<file path="config.mk">
export PLATFORM = sky130hd
export DESIGN_NAME = uart_rx_cfg_flat
export DESIGN_NICKNAME = d
export VERILOG_FILES = /design/src/rtl/uart_rx_cfg_if.sv /design/src/rtl/uart_rx_cfg.sv /design/src/flat_wrapper.sv
export SDC_FILE = /design/constraint.sdc
export NUM_CORES = 1
export LEC_CHECK = 0
export CAP_MARGIN = 20
export CORE_UTILIZATION = 60
export CTS_BUF_LIST = sky130_fd_sc_hd__clkbuf_8
export CTS_CLUSTER_SIZE = 8
export DETAILED_ROUTE_END_ITERATION = 10
export PLACE_DENSITY = 0.82
export SYNTH_ARGS = -nofsm -noshare
export SYNTH_HDL_FRONTEND = slang
export SYNTH_SLANG_ARGS = --single-unit
</file>
<file path="constraint.sdc">
create_clock -name clk -period 2.5 [get_ports clk]
set_input_delay 0.25 -clock clk [delete_from_list [all_inputs] [get_ports clk]]
set_output_delay 0.25 -clock clk [all_outputs]
set_load 0.01 [all_outputs]
</file>
<file path="src/rtl/uart_rx_cfg_if.sv">
// Serial-line side and decoded-frame side of the configurable UART receiver.
// master = receiver, slave = line driver / frame consumer.
interface uart_rx_cfg_if #(
  parameter int DATA_BITS = 8
);
  logic                 rx;
  logic [DATA_BITS-1:0] data_o;
  logic                 valid_o;
  logic                 parity_err_o;
  logic                 frame_err_o;
  logic                 break_o;
  logic                 busy_o;

  modport master (
    input  rx,
    output data_o, valid_o, parity_err_o,
    output frame_err_o, break_o, busy_o
  );

  modport slave (
    output rx,
    input  data_o, valid_o, parity_err_o,
    input  frame_err_o, break_o, busy_o
  );
endinterface

</file>
<file path="src/rtl/uart_rx_cfg.sv">
// Configurable UART receiver: N data bits, optional parity, 1/2 stop bits,
// start glitch rejection, error/break flags and post-error idle wait.
module uart_rx_cfg #(
  parameter int CLOCKS_PER_BAUD = 868,
  parameter int DATA_BITS       = 8,
  parameter int PARITY          = 0,
  parameter int STOP_BITS       = 1,
  parameter int SYNC_STAGES     = 2
) (
  input  logic          clk,
  input  logic          rst,
  uart_rx_cfg_if.master bus
);
  localparam int CW = $clog2(CLOCKS_PER_BAUD);
  localparam int BW = $clog2(DATA_BITS + 1);
  localparam logic [CW-1:0] FULL = CW'(CLOCKS_PER_BAUD - 1);
  localparam logic [CW-1:0] HALF = CW'(CLOCKS_PER_BAUD / 2 - 1);
  localparam logic [BW-1:0] LAST = BW'(DATA_BITS - 1);
  localparam logic ODD = (PARITY == 1);

  typedef enum logic [2:0] {
    S_IDLE, S_START, S_DATA, S_PAR, S_STOP, S_WAIT
  } state_t;

  state_t               state_q, state_d;
  logic [SYNC_STAGES-1:0] sync_q;
  logic [CW-1:0]        cnt_q, cnt_d;
  logic [BW-1:0]        bidx_q, bidx_d;
  logic [DATA_BITS-1:0] sh_q, sh_d;
  logic                 pbit_q, pbit_d;
  logic                 ferr_q, ferr_d;
  logic                 stop_q, stop_d;
  logic [DATA_BITS-1:0] data_q, data_d;
  logic                 perr_q, perr_d;
  logic                 fe_q, fe_d;
  logic                 brk_q, brk_d;
  logic                 valid_q, valid_d;
  logic                 rxs, tick, ferr_n, last_stop;

  assign rxs       = sync_q[SYNC_STAGES-1];
  assign tick      = (cnt_q == '0);
  assign ferr_n    = ferr_q | ~rxs;
  assign last_stop = (STOP_BITS == 1) || stop_q;

  always_ff @(posedge clk or posedge rst) begin
    if (rst) begin
      state_q <= S_IDLE;
      sync_q  <= '1;
      cnt_q   <= '0;
      bidx_q  <= '0;
      sh_q    <= '0;
      pbit_q  <= 1'b0;
      ferr_q  <= 1'b0;
      stop_q  <= 1'b0;
      data_q  <= '0;
      perr_q  <= 1'b0;
      fe_q    <= 1'b0;
      brk_q   <= 1'b0;
      valid_q <= 1'b0;
    end else begin
      state_q <= state_d;
      sync_q  <= {sync_q[SYNC_STAGES-2:0], bus.rx};
      cnt_q   <= cnt_d;
      bidx_q  <= bidx_d;
      sh_q    <= sh_d;
      pbit_q  <= pbit_d;
      ferr_q  <= ferr_d;
      stop_q  <= stop_d;
      data_q  <= data_d;
      perr_q  <= perr_d;
      fe_q    <= fe_d;
      brk_q   <= brk_d;
      valid_q <= valid_d;
    end
  end

  always_comb begin
    state_d = state_q;
    cnt_d   = cnt_q;
    bidx_d  = bidx_q;
    sh_d    = sh_q;
    pbit_d  = pbit_q;
    ferr_d  = ferr_q;
    stop_d  = stop_q;
    data_d  = data_q;
    perr_d  = perr_q;
    fe_d    = fe_q;
    brk_d   = brk_q;
    valid_d = 1'b0;
    if (state_q != S_IDLE && state_q != S_WAIT && !tick)
      cnt_d = cnt_q - 1'b1;
    unique case (state_q)
      S_IDLE: begin
        if (!rxs) begin
          state_d = S_START;
          cnt_d   = HALF;
        end
      end
      S_START: begin
        if (tick) begin
          if (rxs) begin
            state_d = S_IDLE;
          end else begin
            state_d = S_DATA;
            cnt_d   = FULL;
            bidx_d  = '0;
            ferr_d  = 1'b0;
            stop_d  = 1'b0;
            pbit_d  = 1'b0;
          end
        end
      end
      S_DATA: begin
        if (tick) begin
          sh_d   = {rxs, sh_q[DATA_BITS-1:1]};
          cnt_d  = FULL;
          bidx_d = bidx_q + 1'b1;
          if (bidx_q == LAST)
            state_d = (PARITY != 0) ? S_PAR : S_STOP;
        end
      end
      S_PAR: begin
        if (tick) begin
          pbit_d  = rxs;
          cnt_d   = FULL;
          state_d = S_STOP;
        end
      end
      S_STOP: begin
        if (tick) begin
          ferr_d = ferr_n;
          if (last_stop) begin
            // Counter stays 0 so a back-to-back start is caught in IDLE.
            state_d = rxs ? S_IDLE : S_WAIT;
            data_d  = sh_q;
            perr_d  = (PARITY != 0) && ((^sh_q ^ pbit_q) != ODD);
            fe_d    = ferr_n;
            brk_d   = (sh_q == '0) && !pbit_q && ferr_n;
            valid_d = 1'b1;
          end else begin
            stop_d = 1'b1;
            cnt_d  = FULL;
          end
        end
      end
      S_WAIT: begin
        if (rxs)
          state_d = S_IDLE;
      end
      default: state_d = S_IDLE;
    endcase
  end

  assign bus.data_o       = data_q;
  assign bus.valid_o      = valid_q;
  assign bus.parity_err_o = perr_q;
  assign bus.frame_err_o  = fe_q;
  assign bus.break_o      = brk_q;
  assign bus.busy_o       = (state_q != S_IDLE);
endmodule

</file>
<file path="src/flat_wrapper.sv">
// flat-port wrapper written by rule: the top's interface ports become plain ports
module uart_rx_cfg_flat 
#(
  parameter int CLOCKS_PER_BAUD = 868,
  parameter int DATA_BITS       = 8,
  parameter int PARITY          = 0,
  parameter int STOP_BITS       = 1,
  parameter int SYNC_STAGES     = 2
)
  (clk, rst, bus_rx, bus_data_o, bus_valid_o, bus_parity_err_o, bus_frame_err_o, bus_break_o, bus_busy_o);
  uart_rx_cfg_if #(.DATA_BITS(DATA_BITS)) bus_i ();
  input  logic clk;
  input  logic rst;
  input wire logic [$bits(bus_i.rx)-1:0] bus_rx;
  output wire logic [$bits(bus_i.data_o)-1:0] bus_data_o;
  output wire logic [$bits(bus_i.valid_o)-1:0] bus_valid_o;
  output wire logic [$bits(bus_i.parity_err_o)-1:0] bus_parity_err_o;
  output wire logic [$bits(bus_i.frame_err_o)-1:0] bus_frame_err_o;
  output wire logic [$bits(bus_i.break_o)-1:0] bus_break_o;
  output wire logic [$bits(bus_i.busy_o)-1:0] bus_busy_o;
  assign bus_i.rx = bus_rx;
  assign bus_data_o = bus_i.data_o;
  assign bus_valid_o = bus_i.valid_o;
  assign bus_parity_err_o = bus_i.parity_err_o;
  assign bus_frame_err_o = bus_i.frame_err_o;
  assign bus_break_o = bus_i.break_o;
  assign bus_busy_o = bus_i.busy_o;
  uart_rx_cfg #(.CLOCKS_PER_BAUD(CLOCKS_PER_BAUD), .DATA_BITS(DATA_BITS), .PARITY(PARITY), .STOP_BITS(STOP_BITS), .SYNC_STAGES(SYNC_STAGES)) u_core (.clk(clk), .rst(rst), .bus(bus_i));
endmodule
</file>
==> flow_summary.json <==
{
  "path_class": "reg -> reg",
  "ant_nets": 0,
  "io-pin-count": 16,
  "regArea_um2": 1003,
  "final.fill_count": 225,
  "ys_warn_count": 0,
  "grt_overflow": 0,
  "drt-pass1-iter-count": 4,
  "fin_area_um2": 2318,
  "first_iter_violations": 83,
  "fmax_mhz": 415.7,
  "synthTopCellsByArea": "dfrtp_1 (47%), mux2_1 (5.1%), mux2_2 (5.1%)",
  "die_w_um": 59.78,
  "wl_um": 4218,
  "synth_top_cell_by_area": "dfrtp_1",
  "syn_inst": 186,
  "ys_seq_area_frac": 0.5009,
  "synth_top_area_share": 0.4747,
  "power.leakage_nw": 1.014,
  "cts_max_level": 2,
  "ctsResizeCount": 0,
  "dpl_cell_area_um2": 2202,
  "cts_buffers": 5,
  "vias_per_cell": 6.228,
  "core_region_area_um2": 3103,
  "grt_pass1_wl_um": 7210,
  "crit_fanout": 8,
  "rsz0062_at_grt": "no",
  "status": "finished, final reports clean",
  "multi_input_area_um2": 917.1,
  "antennaDiodeCount": 0,
  "cp.required_ns": 2.68,
  "min_path_type": "in -> reg",
  "ys_async_sr_fraction": 1.000,
  "worst_slew_margin_rel": 0.5999,
  "ys_types": 50,
  "yosys-top-cells-count": "dfrtp_1 (38), nor2_1 (14), nand3_1 (11)",
  "track_usage": 0.2723,
  "die_h_um": 59.78,
  "dieArea_um2": 3574,
  "synth-main-ff-cell": "dfrtp_1",
  "fin_worst_skew_ns": 0.006660,
  "drc": 0,
  "synth_area_um2": 2003,
  "startpoint_type": "flip-flop",
  "hold_buffers": 0,
  "min_period_over_period": 0.9623,
  "hpwl_um": 2829,
  "start_util": 0.6456,
  "report.final.slew_viol_count": 0,
  "synth_nets": 191,
  "post-synth-top-count-cell": "dfrtp_1",
  "clockBufferDepth": 2,
  "hold_violations": 0,
  "peakVddDrop_mv": 0.4009,
  "clk_pin_slew_ns": 0.08,
  "root_buffer": "clkbuf_8",
  "grt_pass1_vias": 1529,
  "worstPathArrival_ns": 2.59,
  "r2r_slack_ns": 0.09,
  "area_delta_synth_final_pct": 15.74,
  "port-buffer-count": 14,
  "cap_violations": 0,
  "insertion_delay_ns": 0.30,
  "synth-seq-cells": 40,
  "vias": 1557,
  "worst_setup_path_end_kind": "flip-flop",
  "setup_viol": 0,
  "nets": 210,
  "rows": 20,
  "synth_edf_count": 0,
  "drive_above_1_share": 0.1699,
  "period_needed_ns": 2.406,
  "antenna_found_initial": 0,
  "setup-tns-final_ns": 0,
  "routedWlPerCell_um": 16.87,
  "post_cts_buffers": 0,
  "syn_area_per_cell_um2": 10.77,
  "grt_max_degree": 41,
  "gp_congestion": 0.9145,
  "cellPowerDensity_nw_per_um2": 521.3,
  "cts_tree": "done",
  "tightestPinTransition_ns": 0.6002,
  "cts.sinks": 40
}
-- path summary, 6_finish.rpt --
path | startpoint | end | cells after the start
min in group asynchronous | rst | u_core.cnt_q[2] | 3
max in group asynchronous | rst | u_core.sync_q[1] | 3
hold reg to reg | u_core.sync_q[0] | u_core.sync_q[1] | 0
hold / removal | bus_rx | u_core.sync_q[0] | 1
setup reg to reg | u_core.cnt_q[1] | u_core.sh_q[3] | 6
setup / recovery | u_core.cnt_q[1] | u_core.sh_q[3] | 6
-- stage by stage --
stage	util	power (mW)	hold slack (ns)	setup slack [ns]	std cells
2_1_floorplan	-	0.6790	0.2545	0.3368	186
3_3_place_gp	0.7097	0.6865	0.3503	0.2492	242
3_5_place_dp	0.7097	0.6872	0.3484	0.1320	242
4_1_cts	0.7472	1.222	0.3502	0.1098	250
5_1_grt	0.7472	1.250	0.3499	0.0006335	250
6_report	0.7472	1.209	0.3557	0.09432	250
-- per-layer routing --
layer | vias up | global-route usage | wire length [µm] | part of all wire
met5 | - | 0 | 0 | 0
met4 | 0 | 0.1030 | 115 | 0.027
met3 | 16 | 0.06710 | 289 | 0.069
met2 | 75 | 0.4159 | 2007 | 0.48
met1 | 744 | 0.3748 | 1806 | 0.43
li1 | 722 | - | - | -
-- cells by family (layout without fill, tap and decap cells) --
group                    Yosys count  after routing  share of synthesized area
buffers and inverters             17             37                    0.04122
AO/OA/AOI/OAI                     36             36                     0.1224
multiplexers                      21             21                     0.1162
adder cells (fa/ha/maj)            2              2                    0.01249
XOR/XNOR                           2              2                   0.008746
AND/OR/NAND/NOR                   67             67                     0.1961
other                              1              1                   0.001872
flip-flops                        40             40                     0.5009
-- critical path, cell delays in order (launching register included) --
cell and delay, ns:
dfrtp_1 0.43, inv_1 0.14, ha_1 0.22, or4b_4 0.53
nor3_4 0.20, and3_1 0.39, mux2_2 0.38
-- where the power goes --
group	switching [mW]	internal, mW	total [mW]
Sequential	0.00199	0.649	0.651
Clock	0.234	0.300	0.534
Combinational	0.0168	0.00588	0.0227
Total	0.253	0.956	1.21
-- cell type report --
cell class,count,share of cell area
well taps,44,0.02375
multi-input cells,129,0.3956
inverters,7,0.01133
flip-flops and latches,40,0.4328
repair buffers,22,0.08635
clock inverters,3,0.02051
clock buffers,5,0.02968
-- state kept, by name (all words and copies together), names as in the netlist --
register and count:
u_core.bus.data_o 8, u_core.state_q 3, u_core.cnt_q 10, u_core.bus.valid_o 1
u_core.pbit_q 1, u_core.bidx_q 4, u_core.bus.break_o 1, u_core.sync_q 2
u_core.sh_q 8, u_core.bus.frame_err_o 1, u_core.ferr_q 1
-- layout by cell type (no fill, tap or decap), types with 2 or more instances in the layout --
| cell | synthesis | routed |
|---|---|---|
| buf_4 | 3 | 8 |
| nor3_1 | 7 | 7 |
| nand3_1 | 11 | 11 |
| clkbuf_8 | 0 | 5 |
| and3_1 | 3 | 3 |
| nand2_1 | 6 | 6 |
| a21oi_1 | 7 | 7 |
| dfrtp_1 | 38 | 38 |
| o211ai_1 | 3 | 3 |
| nor4_2 | 2 | 2 |
| ha_1 | 2 | 2 |
| inv_1 | 7 | 7 |
| nor4_1 | 4 | 4 |
| or3_1 | 4 | 4 |
| mux2_1 | 9 | 9 |
| o21ai_0 | 8 | 8 |
| nor2b_1 | 3 | 3 |
| clkdlybuf4s50_1 | 0 | 14 |
| mux2_2 | 9 | 9 |
| a211oi_1 | 2 | 2 |
| a31oi_1 | 3 | 3 |
| clkinv_4 | 0 | 2 |
| nor2_1 | 14 | 14 |
| nand4_1 | 3 | 3 |
| dfstp_2 | 2 | 2 |
| a31o_2 | 2 | 2 |
| mux2i_1 | 3 | 3 |
No activity file was read; power rests on OpenSTA's default activity.
